## config.mk

```make
export PLATFORM = sky130hd
export DESIGN_NAME = regfile_reader_flat
export DESIGN_NICKNAME = d
export VERILOG_FILES = /design/src/rtl/regfile_pkg.sv /design/src/rtl/regfile_reader_if.sv /design/src/rtl/regfile_reader.sv /design/src/flat_wrapper.sv
export SDC_FILE = /design/constraint.sdc
export NUM_CORES = 1
export LEC_CHECK = 0
export CORE_MARGIN = 4
export CORE_UTILIZATION = 43
export CTS_CLUSTER_DIAMETER = 50
export CTS_CLUSTER_SIZE = 28
export DETAILED_ROUTE_END_ITERATION = 7
export PLACE_DENSITY = 0.8
export SLEW_MARGIN = 20
export SYNTH_ARGS = -nofsm -noshare
export SYNTH_HDL_FRONTEND = slang
export SYNTH_SLANG_ARGS = --single-unit
```

## constraint.sdc

```tcl
create_clock -name clk -period 2.1 [get_ports clk]
set_clock_uncertainty 0.05 [all_clocks]
set_input_delay 0.21 -clock clk [delete_from_list [all_inputs] [get_ports clk]]
set_output_delay 0.21 -clock clk [all_outputs]
set_load 0.03 [all_outputs]
```

## src/rtl/regfile_pkg.sv

```systemverilog
// ============================================================================
// Module      : regfile_pkg
// Description : Register-file constants, types and the reader FSM encoding,
//               shared between the register file and its sequential reader.
// Revision    : 1.0 - initial release
// ============================================================================
`default_nettype none

package regfile_pkg;

    localparam int NUM_REGS   = 32;
    localparam int REG_ADDR_W = $clog2(NUM_REGS);
    localparam int XLEN       = 32;

    typedef logic [REG_ADDR_W-1:0] reg_addr_t;
    typedef logic [XLEN-1:0]       reg_data_t;

    typedef enum logic [1:0] {
        RD_IDLE  = 2'd0,
        RD_RUN   = 2'd1,
        RD_DRAIN = 2'd2
    } rd_state_e;

    // Register index successor, wrapping modulo NUM_REGS even when
    // NUM_REGS is not a power of two.
    function automatic reg_addr_t next_addr(input reg_addr_t a);
        return (a == reg_addr_t'(NUM_REGS - 1)) ? '0 : a + reg_addr_t'(1);
    endfunction

endpackage

`default_nettype wire

```

## src/rtl/regfile_reader_if.sv

```systemverilog
// ============================================================================
// Module      : regfile_reader_if
// Description : Command, register-file read port and beat stream of the
//               register-file reader. master = reader, slave = environment.
// Revision    : 1.0 - initial release
// ============================================================================
`default_nettype none

interface regfile_reader_if;
    import regfile_pkg::*;

    // command
    logic      start;
    logic      abort;
    reg_addr_t start_addr;
    reg_addr_t end_addr;
    // register file read port
    reg_addr_t ra;
    reg_data_t rd;
    // beat stream
    logic      out_valid;
    logic      out_ready;
    reg_addr_t out_addr;
    reg_data_t out_data;
    // status
    logic      busy;
    logic      done;

    modport master (
        input  start, abort, start_addr, end_addr, rd, out_ready,
        output ra, out_valid, out_addr, out_data, busy, done
    );

    modport slave (
        output start, abort, start_addr, end_addr, rd, out_ready,
        input  ra, out_valid, out_addr, out_data, busy, done
    );

endinterface

`default_nettype wire

```

## src/rtl/regfile_reader.sv

```systemverilog
// ============================================================================
// Module      : regfile_reader
// Description : Walks a programmable register range on the register file's
//               second read port and streams {address, data} beats over a
//               valid/ready interface; ends with a one-cycle done pulse.
// Revision    : 1.0 - initial release
// ============================================================================
`default_nettype none

module regfile_reader
    import regfile_pkg::*;
(
    input  logic             clk,
    input  logic             rst,
    regfile_reader_if.master bus
);

    rd_state_e r_state;
    reg_addr_t r_ptr;        // next register to read; starts at start_addr
    reg_addr_t r_end;        // inclusive last register of the range
    logic      r_out_valid;
    reg_addr_t r_out_addr;
    reg_data_t r_out_data;
    logic      r_done;

    logic      w_load;

    // The single output slot may take a new beat when empty or being emptied.
    assign w_load = !r_out_valid || bus.out_ready;

    // Sequencer: range latch, pointer walk, output slot and done pulse.
    always_ff @(posedge clk or posedge rst) begin
        if (rst) begin
            r_state     <= RD_IDLE;
            r_ptr       <= '0;
            r_end       <= '0;
            r_out_valid <= 1'b0;
            r_out_addr  <= '0;
            r_out_data  <= '0;
            r_done      <= 1'b0;
        end else begin
            r_done <= 1'b0;
            case (r_state)
                RD_IDLE: begin
                    if (bus.start) begin
                        r_ptr   <= bus.start_addr;
                        r_end   <= bus.end_addr;
                        r_state <= RD_RUN;
                    end
                end
                RD_RUN: begin
                    if (bus.abort) begin
                        r_out_valid <= 1'b0;
                        r_state     <= RD_IDLE;
                    end else if (w_load) begin
                        // Value is sampled live, so earlier writes are seen.
                        r_out_data  <= bus.rd;
                        r_out_addr  <= r_ptr;
                        r_out_valid <= 1'b1;
                        if (r_ptr == r_end) begin
                            r_state <= RD_DRAIN;
                        end else begin
                            r_ptr <= next_addr(r_ptr);
                        end
                    end
                end
                RD_DRAIN: begin
                    if (bus.abort) begin
                        r_out_valid <= 1'b0;
                        r_state     <= RD_IDLE;
                    end else if (r_out_valid && bus.out_ready) begin
                        r_out_valid <= 1'b0;
                        r_done      <= 1'b1;
                        r_state     <= RD_IDLE;
                    end
                end
                default: begin
                    r_out_valid <= 1'b0;
                    r_state     <= RD_IDLE;
                end
            endcase
        end
    end

    // Read port parks at 0 while idle; all other outputs come from registers.
    assign bus.ra        = (r_state == RD_IDLE) ? '0 : r_ptr;
    assign bus.out_valid = r_out_valid;
    assign bus.out_addr  = r_out_addr;
    assign bus.out_data  = r_out_data;
    assign bus.busy      = (r_state != RD_IDLE);
    assign bus.done      = r_done;

endmodule

`default_nettype wire
```

## src/flat_wrapper.sv

```systemverilog
// flat-port wrapper written by rule: the top's interface ports become plain ports
module regfile_reader_flat import regfile_pkg::*;
  (clk, rst, bus_start, bus_abort, bus_start_addr, bus_end_addr, bus_rd, bus_out_ready, bus_ra, bus_out_valid, bus_out_addr, bus_out_data, bus_busy, bus_done);
  regfile_reader_if bus_i ();
  input  logic clk;
  input  logic rst;
  input wire logic [$bits(bus_i.start)-1:0] bus_start;
  input wire logic [$bits(bus_i.abort)-1:0] bus_abort;
  input wire logic [$bits(bus_i.start_addr)-1:0] bus_start_addr;
  input wire logic [$bits(bus_i.end_addr)-1:0] bus_end_addr;
  input wire logic [$bits(bus_i.rd)-1:0] bus_rd;
  input wire logic [$bits(bus_i.out_ready)-1:0] bus_out_ready;
  output wire logic [$bits(bus_i.ra)-1:0] bus_ra;
  output wire logic [$bits(bus_i.out_valid)-1:0] bus_out_valid;
  output wire logic [$bits(bus_i.out_addr)-1:0] bus_out_addr;
  output wire logic [$bits(bus_i.out_data)-1:0] bus_out_data;
  output wire logic [$bits(bus_i.busy)-1:0] bus_busy;
  output wire logic [$bits(bus_i.done)-1:0] bus_done;
  assign bus_i.start = bus_start;
  assign bus_i.abort = bus_abort;
  assign bus_i.start_addr = bus_start_addr;
  assign bus_i.end_addr = bus_end_addr;
  assign bus_i.rd = bus_rd;
  assign bus_i.out_ready = bus_out_ready;
  assign bus_ra = bus_i.ra;
  assign bus_out_valid = bus_i.out_valid;
  assign bus_out_addr = bus_i.out_addr;
  assign bus_out_data = bus_i.out_data;
  assign bus_busy = bus_i.busy;
  assign bus_done = bus_i.done;
  regfile_reader u_core (.clk(clk), .rst(rst), .bus(bus_i));
endmodule
```

==> summary.md <==
| Metric | Value |
|---|---|
| Sw frac | 0.398 |
| Final setup fails | 0 |
| Leakage dissipation | 0.00152 uW |
| Synthesized Nets | 205 |
| Die Span Y | 80.2 microns |
| Initial Util | 0.441 |
| Clk network pwr share | 0.106 |
| First-pass DRT Iterations | 4 |
| DP HPWL | 3650 microns |
| Layout cells sized above 1 | 0.237 |
| CTS tree | done |
| Final setup margin | 0.0846 ns |
| RSZ-0062 raised after global routing | no |
| Clock root buffer | clkbuf_8 |
| DP Worst Slack | 0.202 ns |
| Clock sink total | 51 |
| Syn avg cell area | 14.4 sq um |
| Worst R2R Setup Slack | 0.26 ns |
| DR iter-0 viols | 54 |
| Max-cap viol count | 0 |
| Setup TNS | 0 ns |
| Antenna cell count | 0 |
| TritonCTS buffer count | 5 |
| CTS clock-pin slew for the worst setup and hold paths | 0.09 ns |
| Die Width | 80.2 microns |
| Register Area | 1280 sq um |
| HP Class | input pin to async pin |
| Vias in the first global route | 1658 |
| NumNets Final | 302 |
| Multi-input gate area | 901 sq um |
| Rel. slew slack | 0.721 |
| Std cell rows | 26 |
| CTS H-tree lvls | 2 |
| Sw Pwr | 2120 uW |
| Reg power frac | 0.333 |
| Worst reg2reg path endpoint | u_core.r_ptr[0] |
| Main combinational cell family by area after synthesis | multiplexers |
| Core area | 5070 sq um |
| Power Internal | 3210 uW |
| Synth Area in Simple Gates | 0.0726 |
| Xor-xnor portion of the synthesized cell area | 0.0196 |
| Slew Limit Fails | 0 |
| CP startpoint kind | flop |
| Synth Register Bits | 51 |
| Req. time, crit path | 1.84 ns |
| Yosys warning total | 0 |
| Logic gate share of total power | 0.561 |
| Vias/cell | 4.89 |
| Post-CTS setup buffer count | 0 |
| Area fraction in compound gates after synthesis | 0.0430 |
| Reg2reg path depth | 5 |
| Fillers | 411 |
| R2R Path Start | u_core.r_ptr[0] |
| Final Hold Vio Count | 0 |
| Largest net degree at the start of global routing | 39 |
| Register area share after synthesis | 0.570 |
| Initial antenna violation count | 0 |
| Outcome | completed |
| First-pass GRT wire length | 7970 microns |
| Synthesized instance count | 156 |
| Crit Path Class | flop to output port |
| CTS max path bufs | 2 |
| Worst Tran Pin Value | 0.418 ns |
| Area growth, synth to finish | 49.1% |
| Synth unique cells | 33 |
| CP endpoint kind | output port |
| Drt drc | 0 |
| Final wirelength | 4880 microns |
| Final min period | 2.02 ns |
| Latest clock arrival within the worst-skew pair | 0.30 ns |
| Routed len/inst | 15.1 microns |
| Final period utilization | 0.960 |
| Worst VDD drop | 0.747 mV |
| RePlAce Congestion | 0.753 |
| Critical-path maximum fanout | 7 |
| Die area | 6430 sq um |
| Mux contribution to synthesized area | 0.256 |
| DR vias | 1580 |
| Worst setup startpoint | u_core.r_state[0] |
| Crit path DAT | 1.76 ns |
| ANT nets after route | 0 |
| Final Util | 0.658 |
| PwrDens | 1590 nW/um^2 |
| GRT overflow | 0 |
| Adder-cell area share of the yosys netlist | 0.0112 |
| Port Buf Inserts | 91 |
| Gr usage total | 0.163 |
| I/O pin count | 92 |
| Max Freq | 496 MHz |
| Mapped Area | 2240 sq um |
-- synthesized netlist by cell type --
cell type / count / area share
dfrtp_1: 51 / 0.57
mux2_2: 26 / 0.13
mux2_4: 18 / 0.12
nand2_1: 6 / 0.010
nor2_1: 5 / 0.0084
nor2b_1: 5 / 0.014
xor2_1: 5 / 0.020
inv_1: 4 / 0.0067
a21oi_1: 3 / 0.0067
buf_6: 3 / 0.015
o21ai_0: 3 / 0.0067
buf_2: 2 / 0.0045
ha_1: 2 / 0.011
nand2b_1: 2 / 0.0056
nand3b_1: 2 / 0.0067
o2bb2ai_1: 2 / 0.0078
a21oi_2: 1 / 0.0039
a32oi_1: 1 / 0.0039
and2_1: 1 / 0.0028
and3_1: 1 / 0.0028
clkbuf_1: 1 / 0.0017
mux2i_1: 1 / 0.0045
nand3_1: 1 / 0.0022
nor2_2: 1 / 0.0028
nor3_1: 1 / 0.0022
nor3b_1: 1 / 0.0034
nor4_1: 1 / 0.0028
nor4b_1: 1 / 0.0039
o22a_1: 1 / 0.0039
o22ai_1: 1 / 0.0028
o31ai_1: 1 / 0.0034
o32ai_1: 1 / 0.0039
or3_4: 1 / 0.0050
-- layer usage --
layer	share of wire	global-route usage
met5	0	0
met4	0.015	0.0608
met2	0.48	0.266
met1	0.43	0.205
met3	0.069	0.0482
-- cell type report --
type / instances / share of cell area
Sequential cell: 51 / 0.382
Timing Repair Buffer: 96 / 0.291
Multi-Input combinational cell: 95 / 0.270
Tap cell: 70 / 0.0262
Clock buffer: 6 / 0.0247
Inverter: 4 / 0.00450
Clock inverter: 1 / 0.00150
-- layout by cell type (no fill, tap or decap), types with 2 or more instances in the layout --
cell,n
buf_4,4
inv_1,3
xor2_1,5
ha_1,2
mux2_2,26
nand3b_1,2
clkbuf_8,6
dfrtp_1,51
dlymetal6s2s_1,4
clkdlybuf4s50_1,87
o21ai_0,3
nand2b_1,2
nand2_1,6
o2bb2ai_1,2
a21oi_1,3
nor2_1,5
nor2b_1,5
mux2_4,18
-- sequential cells by signal, indices dropped and copies added (netlist names) --
| signal | count |
|---|---|
| u_core.bus.done | 1 |
| u_core.r_state | 2 |
| u_core.r_ptr | 5 |
| u_core.r_end | 5 |
| u_core.bus.out_addr | 5 |
| u_core.bus.out_valid | 1 |
| u_core.bus.out_data | 32 |
-- power by group through the flow --
stage | registers (uW) | logic, uW | clock network (uW)
2_1_floorplan | 2500 | 1150 | 0
3_3_place_gp | 1780 | 2980 | 0
3_5_place_dp | 1800 | 3010 | 0
4_1_cts | 1780 | 3020 | 590
5_1_grt | 1850 | 3160 | 628
6_report | 1770 | 2980 | 565
-- repair_timing --
item	CTS	global route
hold buffers	0	0
setup endpoints to repair	0	4
resized for setup	0	4
-- critical path: stages, from the launching register on --
cell	delay (ns)
dfrtp_1	0.46
nor2_1	0.07
buf_4	0.16
nor2_1	0.08
clkdlybuf4s50_1	0.69
-- worst max-delay path by stage --
stage	endpoint	slack, ns	cells past startpoint
after floorplan	u_core.bus.out_addr[0]	0.30	5
after detailed placement	u_core.r_ptr[0]	0.20	6
final	bus_ra[2]	0.08	4
after CTS	bus_ra[1]	0.03	4
after global placement	u_core.r_ptr[4]	0.23	6
after global routing	bus_ra[2]	0.004	4
-- per-stage QoR --
step / total power (uW) / area (sq um) / std cells / hold WS [ns]
2_1_floorplan: 3640 / 2240 / 156 / 0.226
3_3_place_gp: 4750 / 3240 / 316 / 0.409
3_5_place_dp: 4810 / 3240 / 316 / 0.440
4_1_cts: 5390 / 3330 / 323 / 0.169
5_1_grt: 5640 / 3340 / 323 / 0.193
6_report: 5320 / 3340 / 323 / 0.163
-- kinds of logic after synthesis --
logic type	count (synthesis)
flip-flops	51
AND/OR/NAND/NOR	29
XOR/XNOR	5
multiplexers	45
AO/OA/AOI/OAI	14
buffers and inverters	10
adder cells (fa/ha/maj)	2
Note: power is estimated with default switching activity, not from simulation.
